$ cat config.mk
export PLATFORM = sky130hd
export DESIGN_NAME = or4_bist_ctrl
export DESIGN_NICKNAME = d
export VERILOG_FILES = /design/src/rtl/or4_bist_ctrl.sv
export SDC_FILE = /design/constraint.sdc
export NUM_CORES = 1
export LEC_CHECK = 0
export ABC_AREA = 1
export CORE_MARGIN = 10
export CORE_UTILIZATION = 40
export CTS_BUF_LIST = sky130_fd_sc_hd__clkbuf_8
export DETAILED_ROUTE_END_ITERATION = 8
export PLACE_DENSITY_LB_ADDON = 0.08
export SLEW_MARGIN = 0
export SYNTH_ARGS = -nofsm -noshare
export SYNTH_HDL_FRONTEND = slang
export SYNTH_SLANG_ARGS = --single-unit
$ cat constraint.sdc
create_clock -name i_clk -period 1.9 [get_ports i_clk]
set_input_delay 0.38 -clock i_clk [delete_from_list [all_inputs] [get_ports i_clk]]
set_output_delay 0.38 -clock i_clk [all_outputs]
set_load 0.05 [all_outputs]
$ cat src/rtl/or4_bist_ctrl.sv
// Self-test sequencer for a 4-input OR unit: walks all 16 input vectors,
// waits a settle time, checks the result and reports pass / error count / first failure.
module or4_bist_ctrl #(
   parameter int SETTLE_CYCLES = 2,
   parameter int ERR_CNT_W     = 5
) (
   input  logic                 i_clk,
   input  logic                 i_rst,
   input  logic                 i_start,
   output logic                 o_a,
   output logic                 o_b,
   output logic                 o_c,
   output logic                 o_d,
   input  logic                 i_f,
   output logic                 o_busy,
   output logic                 o_done,
   output logic                 o_pass,
   output logic [ERR_CNT_W-1:0] o_err_cnt,
   output logic [3:0]           o_first_fail
);

   typedef enum logic [2:0] {
      ST_IDLE,
      ST_APPLY,
      ST_SETTLE,
      ST_CHECK,
      ST_DONE
   } state_t;

   localparam logic [7:0]           SETTLE_LD = 8'(SETTLE_CYCLES);
   localparam logic [ERR_CNT_W-1:0] ERR_MAX   = '1;

   state_t                 state_q, state_d;
   logic [3:0]             vec_q, vec_d;
   logic [7:0]             cnt_q, cnt_d;
   logic [ERR_CNT_W-1:0]   err_q, err_d;
   logic [3:0]             ff_q, ff_d;
   logic                   seen_q, seen_d;
   logic                   pass_q, pass_d;
   logic                   busy_q, busy_d;
   logic                   done_q, done_d;

   always_comb begin
      state_d = state_q;
      vec_d   = vec_q;
      cnt_d   = cnt_q;
      err_d   = err_q;
      ff_d    = ff_q;
      seen_d  = seen_q;
      pass_d  = pass_q;

      case (state_q)
         ST_IDLE, ST_DONE: begin
            if (i_start) begin
               state_d = ST_APPLY;
               vec_d   = 4'd0;
               err_d   = '0;
               ff_d    = 4'd0;
               seen_d  = 1'b0;
               pass_d  = 1'b0;
            end
         end
         ST_APPLY: begin
            cnt_d   = SETTLE_LD;
            state_d = (SETTLE_LD == 8'd0) ? ST_CHECK : ST_SETTLE;
         end
         ST_SETTLE: begin
            cnt_d = cnt_q - 8'd1;
            if (cnt_q <= 8'd1) begin
               state_d = ST_CHECK;
            end
         end
         ST_CHECK: begin
            if (i_f != (|vec_q)) begin
               if (err_q != ERR_MAX) begin
                  err_d = err_q + 1'b1;
               end
               // seen flag separates "failed at vector 0" from "never failed"
               if (!seen_q) begin
                  ff_d   = vec_q;
                  seen_d = 1'b1;
               end
            end
            if (vec_q == 4'hf) begin
               state_d = ST_DONE;
               pass_d  = (err_d == '0);
            end else begin
               vec_d   = vec_q + 4'd1;
               state_d = ST_APPLY;
            end
         end
         default: state_d = ST_IDLE;
      endcase

      busy_d = (state_d == ST_APPLY) || (state_d == ST_SETTLE) || (state_d == ST_CHECK);
      done_d = (state_d == ST_DONE);
   end

   always_ff @(posedge i_clk) begin
      if (i_rst) begin
         state_q <= ST_IDLE;
         vec_q   <= 4'd0;
         cnt_q   <= 8'd0;
         err_q   <= '0;
         ff_q    <= 4'd0;
         seen_q  <= 1'b0;
         pass_q  <= 1'b0;
         busy_q  <= 1'b0;
         done_q  <= 1'b0;
      end else begin
         state_q <= state_d;
         vec_q   <= vec_d;
         cnt_q   <= cnt_d;
         err_q   <= err_d;
         ff_q    <= ff_d;
         seen_q  <= seen_d;
         pass_q  <= pass_d;
         busy_q  <= busy_d;
         done_q  <= done_d;
      end
   end

   assign o_a          = vec_q[3];
   assign o_b          = vec_q[2];
   assign o_c          = vec_q[1];
   assign o_d          = vec_q[0];
   assign o_busy       = busy_q;
   assign o_done       = done_q;
   assign o_pass       = pass_q;
   assign o_err_cnt    = err_q;
   assign o_first_fail = ff_q;

endmodule

== Word level (Yosys, flattened, before mapping) ==
Cells that the tools add are included.

* Register bits after elaboration: 28
* Bits of input ports: 4
* Output and inout bits: 16
* Word-level logic and storage cells: 63

* $add $sub $neg: 3
* $lt $le $gt $ge: 1
* Eq/ne operators: 16
* Multiplexer cells: 21
* Reductions and logical operators: 13

{| class="wikitable"
|+ Operators by type and width
! kind !! count
|-
| $mux W5 || 4
|-
| $mux W4 || 4
|-
| $pmux W4 S2 || 2
|-
| $pmux W8 S2 || 1
|-
| $eq A3 B2 Y1 const B || 4
|-
| $pmux W3 S4 || 1
|-
| $ne A2 B2 Y1 const B || 5
|-
| $pmux W5 S2 || 1
|-
| $mux W3 || 3
|-
| $reduce_and A3 Y1 || 3
|-
| $le A8 B1 Y1 const B || 1
|-
| $sub A8 B1 Y8 const B || 1
|-
| $eq A3 B1 Y1 const B || 2
|-
| $eq A3 B3 Y1 const B || 2
|-
| $add A5 B1 Y5 const B || 1
|-
| $logic_not A5 Y1 || 1
|-
| $ne A5 B5 Y1 const B || 1
|-
| $add A4 B1 Y4 const B || 1
|-
| $eq A4 B4 Y1 const B || 1
|-
| $pmux W1 S2 || 2
|-
| $reduce_and A4 Y1 || 1
|-
| $reduce_bool A2 Y1 || 2
|-
| $reduce_or A4 Y1 || 1
|-
| $logic_not A3 Y1 || 1
|-
| other kinds (5) || 8
|}

== Depth between registers and ports, before layout ==
* Depth after elaboration: 7
* Mapped depth: 11
* Mapped depth without buffers: 11

== Worst setup path before layout ==
OpenSTA, ideal clock, no wires.

* Kind: register to register
* From: register vec_q[0]
* To: register ff_q[0], in the netlist o_first_fail[0]
* Library setup time: 116 ps
* Arrival: 1705 ps
* Data required time: 1784 ps
* Setup slack: 80 ps
* Cell stages (with the launch flop): 11
* Buffers on the path: 0
* Period minus slack after synthesis: 1820 ps
* Cells stage by stage: dfxtp_1 -> inv_1 -> ha_1 -> nand3_2 -> nand2_2 -> inv_2 -> nand2_2 -> o21ai_4 -> inv_2 -> a21oi_1 -> nor2_1

* Cells in the longest elaborated chain, start to end: 4
* Elaborated cells on any way between the ends: 7
* Those cells by class: eq/ne (2); mux (3); reduce/logical (2)

{| class="wikitable"
|+ Ends and longest elaborated chain
! item !! line !! source
|-
| start: declaration || 34 || <nowiki>logic [3:0] vec_q, vec_d;</nowiki>
|-
| start signal: assignment || 112 || <nowiki>vec_q <= vec_d;</nowiki>
|-
| $reduce_or A4 Y1 || 74 || <nowiki>if (i_f != (|vec_q)) begin</nowiki>
|-
| $ne A1 B1 Y1 || 74 ||
|-
| $ne A2 B2 Y1 (no source line) || n/a ||
|-
| $reduce_and A4 Y1 (no source line) || n/a ||
|-
| end signal: assignment || 105 || <nowiki>ff_q <= 4'd0;</nowiki>
|-
| end signal: assignment || 115 || <nowiki>ff_q <= ff_d;</nowiki>
|-
| end: declaration || 37 || <nowiki>logic [3:0] ff_q, ff_d;</nowiki>
|}

Parallel ways exist; a longest one is shown, timed or not. The select of a mux whose other input is x is not followed.
A chain may end at the register's enable or synchronous reset.

== Worst setup path in the final report ==
* From: register ff_q[3], in the netlist o_first_fail[3]
* To: output port o_first_fail[3]

{| class="wikitable"
|+ RTL lines
! item !! line !! source
|-
| end: declaration || 19 || <nowiki>output logic [3:0] o_first_fail</nowiki>
|}

No word-level cell between the ends.

==> summary.md <==
| Metric | Value |
|---|---|
| Status | `finished, final reports clean` |
| Hold Startpoint | `o_pass` |
| Path type of the worst setup path | `reg -> out` |
| Flop and latch count out of synthesis | `28` |
| Worst EP arrival | `1.41 ns` |
| Wire length per cell | `roughly 13 um` |
| Warnings from Yosys | `0` |
| WP data required | `approximately 1.5 ns` |
| Die height | `approximately 80 um` |
| Seq/Total Area, Yosys | `0.388` |
| Crit path launch type | `flip-flop` |
| Router iterations before antenna repair | `4` |
| Worst path depth | `1` |
| CTS tree | `built` |
| CP delay by family, top | `buffers and inverters` |
| DR iter-0 viols | `89` |
| Setup bufs post-CTS | `0` |
| Post-DRT Antenna Nets | `0` |
| Worst r2r src | `vec_q[0]` |
| Gr usage total | `0.112` |
| Wire length of the first global-routing pass | `just under 6000 um` |
| Share of cells above drive strength 1 | `0.201` |
| Hold buffer count at cts | `0` |
| Ant diodes | `0` |
| Primary FF master, synth | `dfxtp_1` |
| Pin count of the biggest net entering global routing | `15` |
| Area growth syn-to-layout | `18.4%` |
| Cell area after layout | `approximately 0.0017 mm^2` |
| WL final | `around 3400 um` |
| Crit path max-delay cell type | `clkdlybuf4s50_1` |
| Leakage | `approximately 0.75 nW` |
| Setup TNS | `0 ns` |
| Setup crit end kind | `output port` |
| Placed cell area | `approximately 0.0017 mm^2` |
| Initial Utilization | `0.423` |
| Clock-pin transition on the worst setup and hold timing paths | `approximately 0.09 ns` |
| Boundary pin count | `20` |
| Reg2reg path depth | `10` |
| Die Area | `about 0.0064 mm^2` |
| Max Clock Skew | `about 0.0032 ns` |
| Setup violations, final | `0` |
| Cell breakdown of the critical path | `clkdlybuf4s50_1` |
| CP Buf/Inv Count | `1` |
| Mean Syn Cell Area | `around 7.3 um^2` |
| Slew Viols, Final | `0` |
| Post-synth cell types | `32` |
| Number of max-cap violations | `0` |
| PwrDens | `a little over 800 mW/mm^2` |
| Initial antenna violation count | `0` |
| Row cnt | `21` |
| HP Class | `reg -> reg` |
| Vias in the first global route | `between 1000 and 1500` |
| Port buffer count | `19` |
| Syn nets | `around 210` |
| Worst setup startpoint | `o_first_fail[3]` |
| Synth area leader | `dfxtp_1` |
| Chip width | `80.1 um` |
| Peak supply drop | `about 350 uV` |
| Nets | `between 200 and 250` |
| Hpwl dp | `between 2000 and 3000 um` |
| PostCTS Resize Cnt | `0` |
| Slew HR | `0.667` |
| Crit path largest cell delay | `~0.80 ns` |
| Asr flop ratio synth | `0` |
| Count leader, synth | `nand2_1` |
| Final period util | `0.942` |
| H-Tree Depth | `1` |
| Slew @ Worst Pin | `0.498 ns` |
| Core area | `0.00342 mm^2` |
| Syn Inst Count | `197` |
| Total grt overflow | `0` |
| Via count | `~1300` |
| Fmax | `559 MHz` |
| Post-DR vias/cell | `between 4 and 5` |
| Clock Sinks | `28` |
| Unrepaired setup endpoints after global routing | `false` |
| CTS buffer count | `3` |
| Synth top area cells | `dfxtp_1, nand2_1, a21oi_1` |
| Clk_lat worst skew | `around 0.27 ns` |
| Post-synth EDFFs | `0` |
| DR DRC count | `0` |
| Final Wtd Congestion | `~0.9` |
| Clk buf depth | `2` |
| Root buffer cell | `clkbuf_8` |
| Critical path endpoint | `o_first_fail[3]` |
| FF-to-FF setup slack | `approximately 0.20 ns` |
| Synth top area share | `0.388` |
| Hold Violations, Final | `0` |
| Post-Syn Area | `around 0.0014 mm^2` |
| Critical Path Fanout Max | `2` |
| RR Endpoint | `o_first_fail[0]` |
| Top cells by count, synth | `nand2_1, dfxtp_1, inv_1` |
| Min cycle time layout | `1.79 ns` |
## final cells by class
cell class              count  area, um^2
clock buffers               3        41.3
fillers                   361        1700
repair buffers             22         180
flip-flops and latches     28         561
multi-input cells         135         757
well taps                  46        57.6
inverters                  31         116
## through the flow
step / cells / hold slack (ns) / utilization / power (W) / worst slack (ns)
2_1_floorplan: 197 / 0.454 / - / 0.000997 / 0.0798
3_3_place_gp: 262 / 0.479 / 0.489 / 0.00110 / 0.164
3_5_place_dp: 262 / 0.483 / 0.489 / 0.00111 / 0.0752
4_1_cts: 265 / 0.497 / 0.501 / 0.00143 / 0.0922
5_1_grt: 265 / 0.529 / 0.501 / 0.00151 / 0.0425
6_report: 265 / 0.491 / 0.501 / 0.00141 / 0.111
## metal layers
metal | vias up | GRT usage | part of all wire
met2 | 15 | 0.185 | 0.47
met5 | - | 0 | 0
met3 | 2 | 0.0278 | 0.041
met1 | 609 | 0.137 | 0.48
li1 | 696 | - | -
met4 | 0 | 0.0387 | 0.0068
## layout by cell type, fill, tap and decap left out, drive strengths merged
cell type / n
nand2: 39
inv: 30
dfxtp: 28
nor2: 25
a21oi: 21
buf: 16
nand3: 13
o21ai: 10
nor3: 7
clkdlybuf4s50: 6
ha: 5
nand4: 4
clkbuf: 3
a31oi: 3
a221oi: 2
a211oi: 1
clkinv: 1
xor2: 1
o221a: 1
a311oi: 1
o31ai: 1
o22ai: 1
## worst min-delay path by stage
stage                     endpoint  slack, ns  depth (start not counted)
after global routing        o_pass       0.53                          2
after floorplan           cnt_q[0]       0.45                          1
after global placement    cnt_q[0]       0.48                          1
final                       o_pass       0.49                          2
after detailed placement    o_pass       0.48                          2
after CTS                   o_pass       0.50                          2
## sequential cells by signal, summed over array words and instances, names as in the netlist
register      count
cnt_q             8
o_busy            1
o_done            1
o_err_cnt         5
o_first_fail      4
o_pass            1
seen_q            1
state_q           3
vec_q             4
## power breakdown
part           switching (W)  internal, W
Sequential         0.0000370     0.000634
Clock               0.000175     0.000142
Combinational       0.000279     0.000141
## cells by family after synthesis
group / Yosys count / synth area share
and+or+nand+nor: 88 / 0.301
AOI/OAI and AO/OA: 41 / 0.173
buffers and inverters: 34 / 0.0891
DFF: 28 / 0.388
adders and majority gates: 5 / 0.0433
xor gates and xnor gates: 1 / 0.00606
Power figures use the tool's default switching activity.
